File: src/rtl/alu_pkg.sv
// alu_pkg: op codes, status codes, FSM states and status priority helper shared by alu_seq and alu_mul_iter
package alu_pkg;
  typedef enum logic [2:0] {
    OP_SUB    = 3'b000,
    OP_LT     = 3'b001,
    OP_SETBIT = 3'b010,
    OP_SM2U2  = 3'b011,
    OP_MUL    = 3'b100
  } op_t;
  typedef enum logic [1:0] {
    ST_OK   = 2'b00,
    ST_OVF  = 2'b01,
    ST_ZERO = 2'b10,
    ST_INV  = 2'b11
  } status_t;
  typedef enum logic [1:0] {
    IDLE,
    BUSY,
    DONE
  } state_t;
  function automatic status_t pick_status(input logic inv, input logic ovf, input logic zero);
    return inv ? ST_INV : ovf ? ST_OVF : zero ? ST_ZERO : ST_OK;
  endfunction
endpackage

File: src/rtl/alu_mul_iter.sv
// alu_mul_iter: unsigned shift-add multiplier, one partial product per cycle, m-cycle latency
// Ports: i_clk, i_rst (sync, active-high), i_start loads i_a/i_b, o_done pulses with the 2m-bit product on o_prod.
module alu_mul_iter #(
  parameter int m = 4
) (
  input  logic           i_clk,
  input  logic           i_rst,
  input  logic           i_start,
  input  logic [m-1:0]   i_a,
  input  logic [m-1:0]   i_b,
  output logic           o_done,
  output logic [2*m-1:0] o_prod
);
  localparam int cw = $clog2(m + 1);
  logic [2*m-1:0] acc_q, acc_d, acc_src, step;
  logic [m-1:0] a_q, a_d, a_src;
  logic [cw-1:0] cnt_q, cnt_d;
  logic busy_q, busy_d, run;
  logic [m:0] sum;
  // The start cycle already folds in the first partial product, so the product is complete m edges after start.
  always_comb begin
    a_src = i_start ? i_a : a_q;
    acc_src = i_start ? {{m{1'b0}}, i_b} : acc_q;
    sum = {1'b0, acc_src[2*m-1:m]} + (acc_src[0] ? {1'b0, a_src} : {(m+1){1'b0}});
    step = {sum, acc_src[m-1:1]};
    run = i_start || (busy_q && cnt_q != '0);
    a_d = a_src;
    acc_d = run ? step : acc_q;
    cnt_d = i_start ? cw'(m - 1) : run ? cnt_q - cw'(1) : cnt_q;
    busy_d = run;
  end
  always_ff @(posedge i_clk) begin
    if (i_rst) begin
      acc_q <= '0;
      a_q <= '0;
      cnt_q <= '0;
      busy_q <= 1'b0;
    end else begin
      acc_q <= acc_d;
      a_q <= a_d;
      cnt_q <= cnt_d;
      busy_q <= busy_d;
    end
  end
  assign o_done = busy_q && cnt_q == '0;
  assign o_prod = acc_q;
endmodule

File: src/rtl/alu_seq.sv
// alu_seq: sequential m-bit ALU (SUB, LT, SETBIT, SM2U2, optional MUL) with valid/ready on both sides
// Ports: i_clk, i_rst (sync, active-high); request i_valid/o_ready/i_op/i_argA/i_argB; response o_valid/i_ready/o_result/o_status.
// Define ALU_SEQ_MUL_EN to build the iterative multiplier; otherwise op 100 is reported invalid.
module alu_seq
  import alu_pkg::*;
#(
  parameter int m = 4,
  parameter int n = 2
) (
  input  logic         i_clk,
  input  logic         i_rst,
  input  logic         i_valid,
  output logic         o_ready,
  input  logic [2:0]   i_op,
  input  logic [m-1:0] i_argA,
  input  logic [m-1:0] i_argB,
  output logic         o_valid,
  input  logic         i_ready,
  output logic [m-1:0] o_result,
  output logic [n-1:0] o_status
);
  localparam logic [m-1:0] m_idx = m[m-1:0];
  localparam logic [m-1:0] one = {{(m-1){1'b0}}, 1'b1};
  state_t state_q, state_d;
  status_t status_q, status_d;
  logic [m-1:0] result_q, result_d;
  logic [m+1:0] fn_out;
  // Returns {status, result} for every op that completes in one cycle; anything else is invalid.
  function automatic logic [m+1:0] alu_fn(input logic [2:0] op, input logic [m-1:0] a, input logic [m-1:0] b);
    logic [m-1:0] r;
    logic inv, ovf;
    r = '0;
    inv = 1'b0;
    ovf = 1'b0;
    case (op)
      OP_SUB: begin
        r = a - b;
        ovf = (a[m-1] ^ b[m-1]) & (r[m-1] ^ a[m-1]);
      end
      OP_LT: r = {{(m-1){1'b0}}, $signed(a) < $signed(b)};
      OP_SETBIT: begin
        inv = b >= m_idx;
        r = inv ? '0 : a | (one << b);
      end
      OP_SM2U2: r = a[m-1] ? -{1'b0, a[m-2:0]} : a;
      default: inv = 1'b1;
    endcase
    return {pick_status(inv, ovf, r == '0), r};
  endfunction
`ifdef ALU_SEQ_MUL_EN
  logic mul_start, mul_done;
  logic [2*m-1:0] mul_prod;
  assign mul_start = state_q == IDLE && i_valid && i_op == OP_MUL;
  alu_mul_iter #(.m(m)) u_mul (
    .i_clk  (i_clk),
    .i_rst  (i_rst),
    .i_start(mul_start),
    .i_a    (i_argA),
    .i_b    (i_argB),
    .o_done (mul_done),
    .o_prod (mul_prod)
  );
`endif
  always_comb begin
    fn_out = alu_fn(i_op, i_argA, i_argB);
    state_d = state_q;
    result_d = result_q;
    status_d = status_q;
    if (state_q == IDLE && i_valid) begin
      state_d = DONE;
      result_d = fn_out[m-1:0];
      status_d = status_t'(fn_out[m+1:m]);
`ifdef ALU_SEQ_MUL_EN
      if (i_op == OP_MUL) state_d = BUSY;
`endif
    end
`ifdef ALU_SEQ_MUL_EN
    if (state_q == BUSY && mul_done) begin
      state_d = DONE;
      result_d = mul_prod[m-1:0];
      status_d = pick_status(1'b0, |mul_prod[2*m-1:m], mul_prod[m-1:0] == '0);
    end
`endif
    if (state_q == DONE && i_ready) state_d = IDLE;
  end
  always_ff @(posedge i_clk) begin
    if (i_rst) begin
      state_q <= IDLE;
      result_q <= '0;
      status_q <= ST_OK;
    end else begin
      state_q <= state_d;
      result_q <= result_d;
      status_q <= status_d;
    end
  end
  assign o_ready = state_q == IDLE;
  assign o_valid = state_q == DONE;
  assign o_result = result_q;
  assign o_status = n'(status_q);
endmodule
File: config.mk
export PLATFORM = sky130hd
export DESIGN_NAME = alu_seq
export DESIGN_NICKNAME = d
export VERILOG_FILES = /design/src/rtl/alu_pkg.sv /design/src/rtl/alu_mul_iter.sv /design/src/rtl/alu_seq.sv
export SDC_FILE = /design/constraint.sdc
export NUM_CORES = 1
export LEC_CHECK = 0
export ABC_AREA = 1
export ABC_CLOCK_PERIOD_IN_PS = 3300
export CORE_AREA = 2 2 41 43
export CTS_BUF_LIST = sky130_fd_sc_hd__clkbuf_4 sky130_fd_sc_hd__clkbuf_8
export CTS_CLUSTER_DIAMETER = 80
export CTS_CLUSTER_SIZE = 16
export DETAILED_ROUTE_END_ITERATION = 7
export DIE_AREA = 0 0 43 45
export HOLD_SLACK_MARGIN = 0.06
export MAX_ROUTING_LAYER = met4
export PLACE_DENSITY = 0.84
export SLEW_MARGIN = 30
export SYNTH_ARGS = -nofsm -noshare
export SYNTH_HDL_FRONTEND = slang
export SYNTH_SLANG_ARGS = --single-unit
File: constraint.sdc
create_clock -name i_clk -period 3.3 [get_ports i_clk]
set_clock_uncertainty 0.15 [all_clocks]
set_input_delay 0.66 -clock i_clk [delete_from_list [all_inputs] [get_ports i_clk]]
set_output_delay 0.66 -clock i_clk [all_outputs]
set_load 0.01 [all_outputs]
* Yosys cells after proc, flatten, opt, wreduce, memory -nomap -nowiden
Index checks and enable logic that the tools add are counted.
** Operators by class
- Add/subtract/negate cells :: 2
- Magnitude comparators :: 2
- Reduce and logical (&&, ||, !) cells :: 7
- Muxes and demuxes :: 8
- Equal/unequal tests :: 3
- Bitwise gates (word level) :: 4
- Shift operators :: 1
** Operator list (number)
- 4-bit case mux with 4 select lines :: 1
- 4-bit two-way mux :: 2
- 3-bit by 2-bit equality test with 1-bit output (second input constant) :: 2
- 2-bit two-way mux :: 3
- 4-bit by 3-bit >= comparator with 1-bit output (second input constant) :: 1
- 4-bit zero test :: 1
- 4-bit < comparator :: 1
- 3-bit negator with 4-bit output :: 1
- 4-bit OR :: 1
- 1-bit by 4-bit left shift with 4-bit output (first input constant) :: 1
- 4-bit subtractor :: 1
- 3-bit by 1-bit equality test with 1-bit output (second input constant) :: 1
- 3-bit zero test :: 1
- 3-bit OR reduction :: 1
- 1-bit logical AND :: 2
- 2-bit zero test :: 1
- 1-bit case mux with 2 select lines :: 1
- 2-bit OR reduction :: 1
- 1-bit bitwise XOR :: 2
- 1-bit AND :: 1
- 1-bit two-way mux :: 1
** Storage, ports and cells
- Bits in registers :: 7

* Logic depth before layout (Yosys ltp)
Gate-level depths: netlist of the first run.
- Word-level depth :: 8
- Depth in mapped cells :: 12
- Depth with buffers taken out :: 12

* Worst setup path before layout of the first run
OpenSTA, ideal clock, no wires.
- Path type :: input to register
- From :: in i_argA[0]
- To :: reg status_q[1] (netlist: o_status[1])
- Slack :: 1.191 ns
- Arrival :: 1.890 ns
- Path buffers :: 0
- Cell stages on the path :: 10
- Setup time :: 0.070 ns
- Cell sequence :: inv_1 -> ha_1 -> fa_1 -> nand3b_1 -> nand2_1 -> inv_1 -> nand2_1 -> a21oi_1 -> nand3_1 -> a21oi_1
** Between the ends
- Word-level cells in the longest chain between the ends :: 7
- Elaborated cells between the ends (all ways) :: 14
** Ends and longest elaborated chain
- from (decl) :: line alu_seq.sv:15 : input logic [m-1:0] i_argA,
- 3-bit negator with 4-bit output or 4-bit OR (tied branches) :: line alu_seq.sv:45, alu_seq.sv:43
- 4-bit two-way mux, on equally long branches :: line alu_seq.sv:45, alu_seq.sv:43
- 4-bit case mux with 4 select lines :: line alu_seq.sv:35 : case (op)
- 4-bit zero test :: line alu_seq.sv:48 : return {pick_status(inv, ovf, r == '0), r};
- 2-bit two-way mux :: line alu_pkg.sv:22 : return inv ? ST_INV : ovf ? ST_OVF : zero ? ST_ZERO : ST_OK;
- 2-bit two-way mux (*) (2 in series) :: line alu_pkg.sv:22
- to (signal assigned) :: line alu_seq.sv:94 : status_q <= status_d;
- to (decl) :: line alu_seq.sv:25 : status_t status_q, status_d;
Every way passes the cells marked *; elsewhere a longest branch is shown, timed or not.
A chain may end at the register's enable or synchronous reset.

* Worst setup path after layout of the first run
Ends and elaborated chain as after synthesis.

==> results of run 1 <==
-- metrics by stage --
stage          worst slack [ns]   util  instance area, um2  power, mW  hold WS (ns)
2_1_floorplan              1.19      -                 716      0.158         0.333
5_1_grt                   0.616  0.670                 986      0.310         0.372
3_3_place_gp              0.597  0.650                 956      0.206         0.306
4_1_cts                   0.800  0.670                 986      0.292         0.345
6_report                  0.794  0.670                 986      0.290         0.340
3_5_place_dp              0.548  0.650                 956      0.208         0.334
-- path summary, 6_finish.rpt --
path,start,endpoint,slack (ns)
worst max-delay path,i_argA[0],o_status[1],0.79
worst min-delay path,o_result[3],o_result[3],0.34
worst max register to register,state_q[1],o_status[1],1.98
worst min register to register,o_result[3],o_result[3],0.34
-- area by class of cell --
class                      count  area, um2  area share
multi-input combinational     92        482       0.489
inverter                      25       93.8      0.0952
tap                           16       20.0      0.0203
clock buffer                   4       30.0      0.0305
sequential                     7        140       0.142
timing repair buffer          22        220       0.223
-- layer usage --
layer | wire length, um | vias up | GRT usage | share of wire
li1 | - | 443 | - | -
met1 | 756 | 365 | 0.255 | 0.45
met2 | 821 | 25 | 0.345 | 0.49
met3 | 107 | 0 | 0.0360 | 0.064
met4 | 0 | 0 | 0.0364 | 0
met5 | 0 | - | - | 0
-- power by group --
| part | leakage, nW | total (mW) | switching [mW] | internal, mW |
|---|---|---|---|---|
| sequential | 0.0579 | 0.0955 | 0.00379 | 0.0917 |
| clock | 0.0184 | 0.0833 | 0.0291 | 0.0542 |
| combinational | 0.446 | 0.111 | 0.0578 | 0.0530 |
-- placed cells by master, fill, tap and decap left out --
master,n
a21oi_1,5
clkbuf_4,4
clkdlybuf4s50_1,22
dfxtp_1,7
fa_1,1
ha_1,5
inv_1,22
inv_2,3
nand2_1,36
nand2_2,2
nand3_1,11
nand3_2,1
nand3b_1,2
nor2_1,14
nor2_2,4
nor3_1,1
o211ai_2,1
o21a_1,1
o21ai_0,5
o21ai_1,2
o311ai_0,1
-- cells by family (layout without fill, tap and decap cells) --
logic type | Yosys count | after routing | share of synthesized area
simple gates | 71 | 71 | 0.434
compound gates | 15 | 15 | 0.124
fa+ha+maj | 6 | 6 | 0.115
buf+inv | 25 | 51 | 0.131
flops | 7 | 7 | 0.196
-- state kept, by name, summed over array words and instances, names as in the netlist --
register / flops
state_q: 1
o_status: 2
o_result: 4
-- tightest hold or removal path, cell delays in order (launching register included) --
cell	delay, ns
dfxtp_1	0.31
nand2_1	0.07
a21oi_1	0.06
==> results.py, run 1 <==
metrics = {
    "synth": {
        "yosysMostFrequentCell": "nand2_1",
        "synthTopCellsByCount": "36 x nand2_1, 22 x inv_1, 14 x nor2_1, 11 x nand3_1, 7 x dfxtp_1",
        "ys_seq_area_frac": 0.196,
        "ys.warnings.count": 0,
        "synth.area.top_cells": "dfxtp_1 20%, nand2_1 19%, inv_1 12%",
        "yosysTopAreaCell": "dfxtp_1",
        "syn_nets": 145,
        "ys_types": 19,
        "synth_enable_flop_cells": 0,
        "syn_area_um2": 716,
        "post-synth-top-area-fraction": 0.196,
        "synth_ff_type": "dfxtp_1",
        "synthArstFlopShare": 0,
        "synth_cells": 124,
        "avgSynthCellArea_um2": 5.77,
        "ys_ff_latch": 7,
    },
    "timing": {
        "fmax_mhz": 399,
        "hold_viol_final": 0,
        "slew_violations": 0,
        "min_period_over_period": 0.759,
        "rsz0062_at_grt": "no",
        "max_slew_margin": 0.740,
        "finalSetupTns_ns": 0,
        "setup_viol": 0,
        "tightest_slew_ns": 0.389,
        "min_period_ns": 2.51,
    },
    "worst_setup_path": {
        "cp_cell_sequence": "clkdlybuf4s50_1, inv_1, ha_1, fa_1, inv_1, nand2_1, nand3_1, a21oi_1, nor2_2, nand3_1, a21oi_1",
        "r2r.worst_path.cells": 4,
        "crit_family": "buffers and inverters",
        "crit_slowest_cell": "clkdlybuf4s50_1",
        "crit_type": "input pin to register",
        "cp-end-kind": "register",
        "max_stage_delay_ns": 0.50,
        "worstPathArrival_ns": 2.53,
        "start_kind": "input pin",
        "cp.required_ns": 3.32,
        "path_max_fanout": 3,
        "worst-path-buf-inv": 3,
        "path_depth": 11,
    },
    "global_routing": {
        "grt_pass1_vias": 713,
        "grt_first_pass_wirelength_mm": 2.90,
        "overflow": 0,
        "grt_max_degree": 11,
        "grt_usage": 0.202,
        "antenna_found_initial": 0,
    },
    "clock_network": {
        "post_cts_resized": 0,
        "htree_levels": 1,
        "holdBufCountCts": 0,
        "cts_buffer_depth": 2,
        "cts_sinks": 7,
        "clk_latency_ns": 0.24,
        "clockRootBuffer": "clkbuf_4",
        "postCtsSetupBuffers": 0,
        "cts_buffers": 3,
        "cts_tree": "yes",
        "clk_pin_slew_ns": 0.05,
    },
    "outcome": {
        "status": "finished clean",
    },
    "floorplanning": {
        "row_count": 14,
        "core-area_um2": 1470,
        "io_pins": 23,
        "start_util": 0.486,
        "chipWidth_um": 43,
        "die_h_um": 45,
        "die_area_um2": 1940,
    },
    "placement": {
        "place_inst": 162,
        "hpwl_mm": 1.45,
        "port_buffers": 22,
        "gp_congestion": 0.907,
    },
    "power_and_ir_drop": {
        "peakVddDrop_v": 0.000193,
        "power-per-cell-area_nw_per_um2": 294,
        "p_leak_nw": 0.522,
    },
    "finish": {
        "areaGrowthSynthToFinish_pct": 37.8,
        "nets": 172,
        "num-fill-cells": 142,
        "diodes": 0,
        "final_layout_size_suffix_gt1_frac": 0.100,
        "final_cells": 166,
    },
    "routing": {
        "route.vias.total": 833,
        "drt-initial-drc-count": 17,
        "wirelength_mm": 1.68,
        "ant_nets": 0,
        "vias_per_cell": 5.02,
        "remaining_drc_errors": 0,
        "post_drt_wl_per_cell_um": 10.1,
        "dr.pass1.iters": 4,
    },
    "hold_path": {
        "hold_class": "register to register",
        "min_delay_path_depth": 2,
    },
    "run": {
        "cap_violations": 0,
    },
}
Power figures use the tool's default switching activity.
==> run 2: changes to the inputs <==
--- a/config.mk
+++ b/config.mk
@@ -6,16 +6,16 @@
 export NUM_CORES = 1
 export LEC_CHECK = 0
 export ABC_AREA = 1
-export ABC_CLOCK_PERIOD_IN_PS = 3300
-export CORE_AREA = 2 2 41 43
+export ABC_CLOCK_PERIOD_IN_PS = 2000
+export CORE_AREA = 2 2 45 47
 export CTS_BUF_LIST = sky130_fd_sc_hd__clkbuf_4 sky130_fd_sc_hd__clkbuf_8
 export CTS_CLUSTER_DIAMETER = 80
 export CTS_CLUSTER_SIZE = 16
 export DETAILED_ROUTE_END_ITERATION = 7
-export DIE_AREA = 0 0 43 45
+export DIE_AREA = 0 0 47 49
 export HOLD_SLACK_MARGIN = 0.06
 export MAX_ROUTING_LAYER = met4
-export PLACE_DENSITY = 0.84
+export PLACE_DENSITY = 0.74
 export SLEW_MARGIN = 30
 export SYNTH_ARGS = -nofsm -noshare
 export SYNTH_HDL_FRONTEND = slang
==> constraint.sdc (replaced) <==
create_clock -name i_clk -period 2 [get_ports i_clk]
set_clock_uncertainty 0.15 [all_clocks]
set_input_delay 0.4 -clock i_clk [delete_from_list [all_inputs] [get_ports i_clk]]
set_output_delay 0.4 -clock i_clk [all_outputs]
set_load 0.01 [all_outputs]
==> run 2 against run 1 <==
Non-clock buffer count rose by 14; via count grew 6.2%; register-to-register slack got worse by 1.2 ns; flip-flop and latch count stayed put; critical path type unchanged; largest power group unchanged.
==> results.py, run 2 (synthesized netlist as in run 1, its figures left out) <==
metrics = {
    "floorplanning": {
        "io_pins": 23,
        "die_area_um2": 2300,
        "row_count": 16,
        "die_h_um": 49,
        "chipWidth_um": 47,
        "core-area_um2": 1840,
        "start_util": 0.389,
    },
    "global_routing": {
        "grt_max_degree": 8,
        "grt_first_pass_wirelength_mm": 3.35,
        "overflow": 0,
        "grt_pass1_vias": 872,
        "grt_usage": 0.203,
        "antenna_found_initial": 0,
    },
    "worst_setup_path": {
        "reg2reg_to": "o_status[0]",
        "worstPathArrival_ns": 1.88,
        "path_max_fanout": 2,
        "start_kind": "input pin",
        "cp-end-kind": "register",
        "crit_type": "input pin to register",
        "r2r.worst_path.cells": 4,
        "r2r_slack_ns": 0.78,
        "r2r_start": "state_q[1]",
        "critPathLaunch": "i_argA[0]",
        "cp.required_ns": 1.99,
    },
    "routing": {
        "vias_per_cell": 4.63,
        "remaining_drc_errors": 0,
        "post_drt_wl_per_cell_um": 10.6,
        "wirelength_mm": 2.02,
        "ant_nets": 0,
        "route.vias.total": 885,
        "drt-initial-drc-count": 11,
        "dr.pass1.iters": 4,
    },
    "timing": {
        "tightest_slew_ns": 0.288,
        "min_period_ns": 1.89,
        "min_period_over_period": 0.944,
        "hold_viol_final": 0,
        "holdWs_ns": 0.316,
        "fin_ws_ns": 0.112,
        "max_slew_margin": 0.806,
        "setup_viol": 0,
        "rsz0062_at_grt": "no",
        "fmax_mhz": 530,
        "slew_violations": 0,
        "finalSetupTns_ns": 0,
    },
    "power_and_ir_drop": {
        "peakVddDrop_v": 0.000190,
        "p_leak_nw": 0.619,
        "p_int_mw": 0.352,
        "p_comb_frac": 0.430,
        "power_frac_seq": 0.303,
        "clkPwrFrac": 0.267,
        "finalPower_mw": 0.520,
        "power_switching_share": 0.322,
        "power_switching_mw": 0.168,
        "power-per-cell-area_nw_per_um2": 445,
    },
    "hold_path": {
        "hold_class": "register to register",
        "min_to": "o_result[3]",
        "min_delay_path_depth": 2,
        "min_from": "o_result[3]",
    },
    "outcome": {
        "status": "finished clean",
    },
    "finish": {
        "diodes": 0,
        "mostFrequentLayoutCells": "36 x nand2_1, 19 x inv_1, 16 x clkdlybuf4s50_1",
        "num-fill-cells": 192,
        "areaGrowthSynthToFinish_pct": 63.1,
        "nets": 186,
        "mostFrequentLayoutCell": "nand2_1",
        "final_layout_size_suffix_gt1_frac": 0.256,
        "largest_reg_flops": 4,
    },
    "placement": {
        "port_buffers": 22,
        "hpwl_mm": 1.70,
        "preCtsSetupSlack_ns": -0.447,
        "gp_congestion": 0.821,
    },
    "clock_network": {
        "cts_tree": "yes",
        "cts_buffers": 3,
        "holdBufCountCts": 0,
        "cts_buffer_depth": 2,
        "clk_pin_slew_ns": 0.05,
        "htree_levels": 1,
        "postCtsSetupBuffers": 0,
        "cts_sinks": 7,
        "clockRootBuffer": "clkbuf_4",
        "clk_latency_ns": 0.24,
    },
    "run": {
        "cap_violations": 0,
    },
}
-- run 2: cell type report --
type | instances | area (um2) | area share
inverters | 25 | 93.8 | 0.0804
flip-flops and latches | 7 | 140 | 0.120
clock buffers | 4 | 30.0 | 0.0257
multi-input cells | 92 | 544 | 0.466
repair buffers | 36 | 325 | 0.279
well taps | 27 | 33.8 | 0.0289
-- run 2: critical path: stages --
cell	delay, ns
dlygate4sd2_1	0.23
inv_2	0.05
ha_2	0.17
fa_1	0.37
inv_1	0.09
nand2_1	0.07
nand3_1	0.09
a21oi_1	0.08
nor2_2	0.14
nand2_2	0.07
o211ai_2	0.07
inv_2	0.04
-- run 2: what timing repair did --
action                     in CTS  in global routing
gates cloned                    0                  0
resized for setup               8                 11
setup endpoints to repair       3                  1
hold endpoints to repair        0                  0
pin swaps                       4                  4
-- run 2: worst max path at each step --
stage	endpoint	slack, ns
finish	o_result[0]	0.11
detailed placement	o_status[1]	-0.45
global route	o_result[0]	0.02
global placement	o_result[0]	-0.37
floorplan	o_status[1]	0.15
CTS	o_status[1]	0.03
-- run 2: power by group through the flow --
stage | clock (mW) | sequential (mW) | combinational [mW]
6_report | 0.139 | 0.157 | 0.224
5_1_grt | 0.160 | 0.159 | 0.252
4_1_cts | 0.143 | 0.158 | 0.211
3_5_place_dp | 0 | 0.161 | 0.207
3_3_place_gp | 0 | 0.160 | 0.201
2_1_floorplan | 0 | 0.165 | 0.0961
-- run 2: per-stage QoR --
| step | area [um2] | cells | util |
|---|---|---|---|
| global route | 1170 | 191 | 0.634 |
| global placement | 1070 | 187 | 0.584 |
| finish | 1170 | 191 | 0.634 |
| floorplan | 716 | 124 | - |
| CTS | 1130 | 191 | 0.612 |
| detailed placement | 1070 | 187 | 0.584 |
-- run 2: layer usage --
metal	up-vias	wire length, um	track usage
met5	-	0	-
met4	0	5	0.0556
met3	2	67	0.0333
met2	20	1190	0.381
met1	395	756	0.203
li1	468	-	-
==> run 3: changes to the inputs <==
--- a/config.mk
+++ b/config.mk
@@ -5,17 +5,17 @@
 export SDC_FILE = /design/constraint.sdc
 export NUM_CORES = 1
 export LEC_CHECK = 0
-export ABC_AREA = 1
+export ABC_AREA = 0
 export ABC_CLOCK_PERIOD_IN_PS = 2000
-export CORE_AREA = 2 2 45 47
+export CORE_AREA = 2 2 43 45
 export CTS_BUF_LIST = sky130_fd_sc_hd__clkbuf_4 sky130_fd_sc_hd__clkbuf_8
 export CTS_CLUSTER_DIAMETER = 80
 export CTS_CLUSTER_SIZE = 16
 export DETAILED_ROUTE_END_ITERATION = 7
-export DIE_AREA = 0 0 47 49
+export DIE_AREA = 0 0 45 47
 export HOLD_SLACK_MARGIN = 0.06
 export MAX_ROUTING_LAYER = met4
-export PLACE_DENSITY = 0.74
+export PLACE_DENSITY = 0.73
 export SLEW_MARGIN = 30
 export SYNTH_ARGS = -nofsm -noshare
 export SYNTH_HDL_FRONTEND = slang
==> run 3 against run 2 <==
Synthesized area decreased by 14%; cell count is 23% lower; non-clock buffer count is 11 higher; register-to-register slack worse by 0.14 ns; synthesized cell count fell by 35%; via count shrank 11%; setup slack worse by 0.042 ns; maximum frequency decreased by 2.2%; hold slack worse by 0.0060 ns; highest routed layer unchanged.
==> results.py, run 3 <==
metrics = {
    "finish": {
        "final_util": 0.692,
        "nets": 152,
        "finalInstanceArea_um2": 1140,
        "final_layout_size_suffix_gt1_frac": 0.392,
        "mostFrequentLayoutCells": "24 x buf_4, 13 x clkdlybuf4s50_1, 10 x nor2_1",
        "areaGrowthSynthToFinish_pct": 86.3,
        "mostFrequentLayoutCell": "buf_4",
        "diodes": 0,
        "largest_reg_flops": 4,
    },
    "floorplanning": {
        "start_util": 0.371,
        "row_count": 15,
        "core-area_um2": 1650,
        "chipWidth_um": 45,
        "die_h_um": 47,
        "die_area_um2": 2120,
        "io_pins": 23,
    },
    "global_routing": {
        "grt_first_pass_wirelength_mm": 3.14,
        "grt_usage": 0.211,
        "overflow": 0,
        "grt_pass1_vias": 761,
        "grt_max_degree": 8,
        "antenna_found_initial": 0,
    },
    "hold_path": {
        "min_from": "o_result[2]",
        "hold_class": "register to register",
    },
    "placement": {
        "gp_congestion": 0.891,
        "hpwl_mm": 1.56,
        "post_dp_cell_area_um2": 1030,
        "port_buffers": 22,
    },
    "worst_setup_path": {
        "path_max_fanout": 2,
        "r2r_start": "state_q[1]",
        "worst-path-buf-inv": 1,
        "max_stage_delay_ns": 0.36,
        "crit_type": "input pin to register",
        "crit_slowest_cell": "fa_2",
        "cp-end-kind": "register",
        "cp.required_ns": 2.01,
        "cp_cell_sequence": "buf_2, ha_4, fa_2, nor2b_1, or4b_4, nand3_2, a21oi_2, nand4_1, a211oi_2",
        "worstPathArrival_ns": 1.94,
        "critPathLaunch": "i_argB[0]",
        "start_kind": "input pin",
        "crit_family": "adder cells",
    },
    "routing": {
        "vias_per_cell": 5.37,
        "ant_nets": 0,
        "post_drt_wl_per_cell_um": 13.9,
        "wirelength_mm": 2.05,
        "dr.pass1.iters": 4,
        "route.vias.total": 789,
        "drt-initial-drc-count": 13,
        "remaining_drc_errors": 0,
    },
    "synth": {
        "avgSynthCellArea_um2": 7.66,
        "post-synth-top-area-fraction": 0.229,
        "synth_ff_type": "dfxtp_1",
        "synthAdderAreaFrac": 0.135,
        "synthTopCellsByCount": "10 x nor2_1, 7 x dfxtp_1, 7 x inv_1, 7 x nand2_1, 6 x a211oi_1",
        "synth_top_family_by_area": "simple AND/OR/NAND/NOR gates",
        "synth_xor_area_frac": 0.0571,
        "synth_cells": 80,
        "yosysTopAreaCell": "dfxtp_1",
        "synthArstFlopShare": 0,
        "ys_types": 30,
        "yosysMostFrequentCell": "nor2_1",
        "syn_area_um2": 613,
        "synth_compound_area_frac": 0.214,
        "ys.warnings.count": 0,
        "synthSimpleGateAreaFrac": 0.282,
        "ys_ff_latch": 7,
        "syn_nets": 101,
        "synth.area.top_cells": "dfxtp_1 23%, ha_1 10%, a211oi_1 7.3%",
        "synth.area.mux_share": 0.0347,
        "synth_enable_flop_cells": 0,
        "ys_seq_area_frac": 0.229,
    },
    "timing": {
        "hold_viol_final": 0,
        "setup_viol": 0,
        "min_period_ns": 1.93,
        "min_period_over_period": 0.965,
        "tightest_slew_ns": 0.450,
        "max_slew_margin": 0.698,
        "fmax_mhz": 518,
        "slew_violations": 0,
    },
    "clock_network": {
        "clockRootBuffer": "clkbuf_4",
        "holdBufCountCts": 0,
        "htree_levels": 1,
        "cts_tree": "yes",
        "clk_pin_slew_ns": 0.05,
        "cts_sinks": 7,
        "clk_latency_ns": 0.24,
        "cts_buffer_depth": 2,
        "cts_buffers": 3,
    },
    "run": {
        "cap_violations": 0,
    },
    "power_and_ir_drop": {
        "peakVddDrop_v": 0.000195,
        "p_leak_nw": 0.494,
        "power-per-cell-area_nw_per_um2": 459,
    },
    "outcome": {
        "status": "finished clean",
    },
}
run 3: path summary, 6_finish.rpt:
check	end	slack (ns)	cells after the start
worst min-delay path	o_result[2]	0.31	2
worst max register to register	o_status[1]	0.64	4
worst min register to register	o_result[2]	0.31	2
worst max-delay path	o_status[1]	0.07	9
run 3: per-stage QoR:
step	hold WS [ns]	setup slack [ns]	TNS [ns]	power [mW]	instances
finish	0.310	0.0708	0	0.524	147
CTS	0.312	0.0298	0	0.515	147
global route	0.343	-0.0154	-0.0154	0.558	147
global placement	0.295	-0.635	-2.80	0.356	142
detailed placement	0.305	-0.764	-3.19	0.363	142
floorplan	0.319	0.0223	0	0.241	80
run 3: layout make-up:
class / instances / area, um2
Fill cell: 147 / 509
Tap cell: 17 / 21.3
Multi-Input combinational cell: 65 / 527
Clock buffer: 4 / 30.0
Timing Repair Buffer: 47 / 398
Inverter: 7 / 26.3
Sequential cell: 7 / 140
run 3: cells by family (layout without fill, tap and decap cells):
| logic type | count (synthesis) | in the layout |
|---|---|---|
| adder cells (fa/ha/maj) | 6 | 6 |
| multiplexers | 2 | 2 |
| flip-flops | 7 | 7 |
| AO/OA/AOI/OAI | 19 | 19 |
| AND/OR/NAND/NOR | 34 | 34 |
| XOR/XNOR | 4 | 4 |
| buffers and inverters | 8 | 58 |
run 3: worst min-delay path: cells and delay by family (launching register included):
kind	cells	cell delay (ns)
compound gates	1	0.05
flops	1	0.31
simple gates	1	0.05
run 3: timing repair:
action | in CTS | in global routing
buffers inserted | 1 | 0
endpoints found under the setup margin | 6 | 3
resized for setup | 28 | 13
pin swaps | 7 | 8
run 3: per-layer routing:
metal	GRT usage	wire, um
met5	-	0
met4	0.0765	44
met3	0.0154	118
met2	0.417	1110
met1	0.214	777
run 3: where the power goes:
part	total, mW	leakage [nW]	internal (mW)	switching [mW]
clock network	0.136	0.0184	0.0893	0.0464
logic	0.234	0.418	0.132	0.103
registers	0.155	0.0576	0.149	0.00538
total	0.524	0.494	0.370	0.154
